<file path="config.mk">
export PLATFORM = sky130hd
export DESIGN_NAME = elevator
export DESIGN_NICKNAME = d
export VERILOG_FILES = /design/src/rtl/elevator.sv
export SDC_FILE = /design/constraint.sdc
export NUM_CORES = 1
export LEC_CHECK = 0
export ABC_AREA = 1
export CAP_MARGIN = 20
export CORE_UTILIZATION = 30
export CTS_BUF_LIST = sky130_fd_sc_hd__clkbuf_8
export CTS_CLUSTER_DIAMETER = 100
export CTS_CLUSTER_SIZE = 16
export DETAILED_ROUTE_END_ITERATION = 8
export GPL_ROUTABILITY_DRIVEN = 0
export PLACE_DENSITY = 0.57
export SYNTH_ARGS = -nofsm -noshare
export SYNTH_HDL_FRONTEND = slang
export SYNTH_SLANG_ARGS = --single-unit
</file>
<file path="constraint.sdc">
create_clock -name clk -period 1.5 [get_ports clk]
set_clock_uncertainty 0.05 [all_clocks]
set_input_delay 0.15 -clock clk [delete_from_list [all_inputs] [get_ports clk]]
set_output_delay 0.15 -clock clk [all_outputs]
set_load 0.005 [all_outputs]
</file>
<file path="src/rtl/elevator.sv">
// elevator: single-car plant model holding the current floor and door state.
// Executes door and motion commands from the dispatch controller; travel
// between adjacent floors takes FLOOR_TICKS consecutive motion edges.
//
// Ports:
//   clk       system clock, all state changes on the rising edge
//   rst_n     asynchronous active-low reset (floor 0, door closed)
//   door_open door command: 1 = open / hold open, 0 = close
//   updown    motion command: 01 = up, 10 = down, 00/11 = stop
//   door      registered door state, 1 = open
//   floor     registered current floor
module elevator #(
    parameter int unsigned NUM_FLOORS  = 8,
    parameter int unsigned FLOOR_TICKS = 10
) (
    input  logic       clk,
    input  logic       rst_n,
    input  logic       door_open,
    input  logic [1:0] updown,
    output logic       door,
    output logic [2:0] floor
);

    localparam int unsigned TICK_W   = (FLOOR_TICKS > 1) ? $clog2(FLOOR_TICKS) : 1;
    localparam logic [2:0]  TOP      = 3'(NUM_FLOORS - 1);
    localparam logic [TICK_W-1:0] TICK_LAST = TICK_W'(FLOOR_TICKS - 1);
    localparam logic [1:0]  DIR_UP   = 2'b01;
    localparam logic [1:0]  DIR_DOWN = 2'b10;

    logic [2:0]        floor_q;
    logic              door_q;
    logic [TICK_W-1:0] tick;
    logic [1:0]        dir_q;

    logic up_ok;
    logic down_ok;

    // A move is only possible when it stays inside the shaft.
    assign up_ok   = (updown == DIR_UP)   && (floor_q < TOP);
    assign down_ok = (updown == DIR_DOWN) && (floor_q != 3'd0);

    // Door handling has priority; motion only happens with the door fully closed.
    always_ff @(posedge clk or negedge rst_n) begin
        if (!rst_n) begin
            floor_q <= 3'd0;
            door_q  <= 1'b0;
            tick    <= '0;
            dir_q   <= 2'b00;
        end else if (door_open) begin
            door_q <= 1'b1;
            tick   <= '0;
            dir_q  <= 2'b00;
        end else if (door_q) begin
            // Closing edge: the door shuts and the car stays put.
            door_q <= 1'b0;
            tick   <= '0;
            dir_q  <= 2'b00;
        end else begin
            dir_q <= updown;
            if (up_ok || down_ok) begin
                // A fresh direction counts this edge as the first travel tick.
                if ((dir_q != updown) && (FLOOR_TICKS > 1)) begin
                    tick <= TICK_W'(1);
                end else if ((dir_q != updown) || (tick == TICK_LAST)) begin
                    floor_q <= up_ok ? floor_q + 3'd1 : floor_q - 3'd1;
                    tick    <= '0;
                end else begin
                    tick <= tick + TICK_W'(1);
                end
            end else begin
                tick <= '0;
            end
        end
    end

    assign floor = floor_q;
    assign door  = door_q;

endmodule

</file>
# == Word level (Yosys, flattened, before mapping) ==
# Index checks and enable logic that the tools add are counted.
# word_totals
regBits,10
latchBits,0
mem_bits_rw,0
mem_bits_ro,0
word_cells,30
memories,0
# op_classes
add_sub_neg,3
multipliers,0
div,0
magnitude_cmp,1
eq_ne,4
shift,0
muxes,9
bitwise_logic,3
reduce_logical,6
# op_table
op,n
$mux W4,5
$reduce_and A5 Y1,1
$add A4 B1 Y4 const B,1
$eq A4 B4 Y1 const B,1
$mux W2,2
$add A3 B1 Y3 const B,1
$lt A3 B3 Y1 const B,1
$mux W3,1
$not A1 Y1,3
$reduce_bool A3 Y1,1
$sub A3 B1 Y3 const B,1
$eq A2 B1 Y1 const B,1
$eq A2 B2 Y1 const B,1
$logic_and A1 B1 Y1,2
$logic_or A1 B1 Y1,2
$ne A2 B2 Y1,1
$mux W1,1

# == Depth between registers and ports, before layout ==
# logic_depth
word_depth,7
ltp_mapped,9
depth_no_buf,9

# == Worst setup path after synthesis ==
# OpenSTA, ideal clock, no wires.
# synth_path
path_kind,register to register
from,"register floor_q[2], in the netlist floor[2]"
to,"register floor_q[2], in the netlist floor[2]"
setup_time_ns,0.117
t_arrival_ns,1.419
t_required_ns,1.333
path_slack_ns,-0.086
path_stages_with_launch,9
path_buffers,0
path_cell_list,dfrtp_1 -> nand3_1 -> nand2_2 -> fa_1 -> xor2_1 -> nand2_1 -> nand2_1 -> nand3_1 -> nand2_1
# synth_between
elab_chain_cells,4
elab_cells_between_ends,9
# synth_rtl
element,line,rtl
from (decl),30,logic [2:0] floor_q;
from (signal assigned),65,floor_q <= up_ok ? floor_q + 3'd1 : floor_q - 3'd1;
$lt A3 B3 Y1 or $reduce_bool A3 Y1 (tied branches),"39, 40",
"$logic_and A1 B1 Y1, on equally long branches","39, 40",
$logic_or A1 B1 Y1,60,if (up_ok || down_ok) begin
$reduce_and A5 Y1 (no line),n/a,
# Parallel ways exist; a longest one is shown, timed or not.
# A chain may end at the register's enable or synchronous reset.

# == Worst setup path in the final report ==
# layout_path
from,"register floor_q[0], in the netlist floor[0]"
to,"register floor_q[2], in the netlist floor[2]"
# Same word-level chain as after synthesis.

==> metrics.txt <==
GRT met1 Usage=16.6%; Worst setup EP type=register; n_diodes=0; Synth cell types=16; sequential fraction of the synthesis area=44.1%; worst vdd ir=0.000562 V; CP most frequent cell=nand2_1; Slew Viols, Final=0; Most Used Layer, Global Route=met2; Area Growth Syn to Fin=42.3%; Clock Latency Late Sink=0.24 ns; failing checks=setup timing; Reg power frac=45.7%; DR pass1 iterations=3; DP Area=749 um^2; Final Core Density=46.3%; synthesis-stage register bit count=10; io pins=9; antenna violations before repair=0; fraction of the cycle the final worst path needs=102%; pre-CTS setup slack=-0.288 ns; max cap viols=0; Worst slew margin=67.8%; DR iter-0 viols=3; CP required=1.58 ns; largest net degree at the start of global routing=11; area share of the largest cell type after synthesis=about 44%; nets=100; CP max-delay cell=fa_2; Fmax=0.652 GHz; Die Width=around 46 um; top cells by area, synth=dfrtp_1 44%, nand2_1 13%, nand3_1 5.3%; Yosys Warn Count=0; leakage power=approximately 0.42 nW; Initial Util=32.5%; FILL cells=177; sw frac=21.8%; port bufs=8; met3 Use GR=5.95%; Final Setup Violations=1; crit path time final=1.53 ns; Vert. Die Dim=approximately 46 um; syn avg cell area=8.23 um^2; most instantiated cells after synthesis=20 x nand2_1, 10 x dfrtp_1, 8 x inv_1, 8 x nor2_1, 6 x nand3_1; Worst-path clk slew=around 0.040 ns; Residual DRC=0; Final Hold Viols=0; Vias=479; CTS Root Cell=clkbuf_8; count leader, synth=nand2_1; Storage cell area=250 um^2; clock tree buffer depth=2; post-route ant nets=0; syn nets=77; worst path buffer plus inverter count=1; gr ovfl total=0; CP delay by family, top=adder cells; crit-path max FO=3; share of cells above drive strength 1=24.4%; Least-Margin Pin Slew=0.482 ns; Clk pwr share=45.4%; critical path type=reg2reg; clock sink count=10; die area=between 2000 and 2500 um^2; global-route wire length before repair=1950 um; drt via density=roughly 4.2; post-route setup TNS=-0.0336 ns; R2R setup slack=-0.03 ns; worst path cell trace=buf_4, fa_2, xor2_1, nand2_1, nand2_1, nand3_1, nand2_1; Comb pwr share=8.9%; H-tree depth=1; RSZ-0062 raised after global routing=yes; vias in the first global route=465; CTS Buf Count=3; GR Util met2=20.6%; Mapped Area=roughly 570 um^2; cells after synthesis=a little under 70; dominant synthesized flop cell=dfrtp_1; Hold Crit Class=in2async; CP max stage delay=0.42 ns; Finished Cell Area=808 um^2; ys async rst share=100%; Sw Pwr=~0.00013 W; Synth area leader=dfrtp_1; CTS tree=done; status=finished, violations left; internal power=about 0.00048 W; placeable core area=1750 um^2; total track usage=approximately 14%; Startpoint Class=register; arrival time worst endpoint=1.61 ns; P per Cell Area=753 nW/um^2; WL/cell=between 9 and 10 um; Setup WS post-layout=-0.0336 ns; Post-synth EDFFs=0; number of cell rows=15; final wirelength=1140 um; HPWL Detailed=between 800 and 900 um; multi-input logic area=around 300 um^2
[state kept, by name, indices dropped and copies added, names as in the netlist]
| register | flops |
|---|---|
| floor | 3 |
| dir_q | 2 |
| tick | 4 |
| door | 1 |
[through the flow]
step / power (W) / cells / hold slack (ns)
finish: 0.000608 / 115 / 0.194
global route: 0.000638 / 115 / 0.229
CTS: 0.000621 / 115 / 0.202
detailed placement: 0.000337 / 111 / 0.438
global placement: 0.000336 / 111 / 0.423
floorplan: 0.000305 / 69 / -0.196
[final timing paths]
path                             to  cells past startpoint       from
hold reg to reg            dir_q[0]                      1       door
min in group clk           dir_q[1]                      3  updown[1]
max in group asynchronous      door                      1      rst_n
setup reg to reg           floor[2]                      7   floor[0]
setup / recovery           floor[2]                      7   floor[0]
hold / removal              tick[2]                      1      rst_n
[cells in the final DEF, fill, tap and decap left out, drive strengths merged]
master         synthesis  final
nand2                 22     22
dfrtp                 10     10
buf                    0     10
nor2                  10     10
inv                    9      9
nand3                  6      6
clkdlybuf4s50          0      6
clkbuf                 0      3
nor3                   2      2
xor2                   2      2
ha                     2      2
dlygate4sd2            0      2
xnor2                  2      2
a21boi                 1      1
o21bai                 1      1
and2                   1      1
fa                     1      1
[cells by family after synthesis]
family / count (synthesis) / synth area share, %
simple gates: 41 / 31.3
flops: 10 / 44.1
buf+inv: 9 / 5.95
xor+xnor: 4 / 6.17
fa+ha+maj: 3 / 7.93
compound gates: 2 / 4.63
[power groups by stage]
stage | Clock, W | Sequential (W) | Combinational (W)
4_1_cts | 0.000288 | 0.000278 | 0.0000551
3_5_place_dp | 0 | 0.000282 | 0.0000551
3_3_place_gp | 0 | 0.000282 | 0.0000540
2_1_floorplan | 0 | 0.000282 | 0.0000234
6_report | 0.000276 | 0.000278 | 0.0000539
5_1_grt | 0.000299 | 0.000279 | 0.0000606
[cell type report]
class,instances,share of cell area [%]
clock buffer,3,5.11
inverter,9,4.18
multi-input combinational,50,37.0
sequential,10,31.0
tap,25,3.87
timing repair buffer,18,18.9
[timing repair]
action	in CTS	in global routing
hold endpoints to repair	0	0
gates resized for setup	3	1
endpoints found under the setup margin	1	1
pin swaps	2	1
buffers inserted	1	0
hold buffers	0	0
[routing by layer]
layer / routed length, um / vias up
met5: 0 / -
met4: 19 / 0
met3: 48 / 3
met2: 552 / 8
met1: 520 / 213
li1: - / 255
[worst reg2reg max path: stages (launching register included)]
cell	delay (ns)
dfrtp_1	0.41
buf_4	0.15
fa_2	0.42
xor2_1	0.15
nand2_1	0.07
nand2_1	0.05
nand3_1	0.08
nand2_1	0.05
No activity file was read; power rests on OpenSTA's default activity.
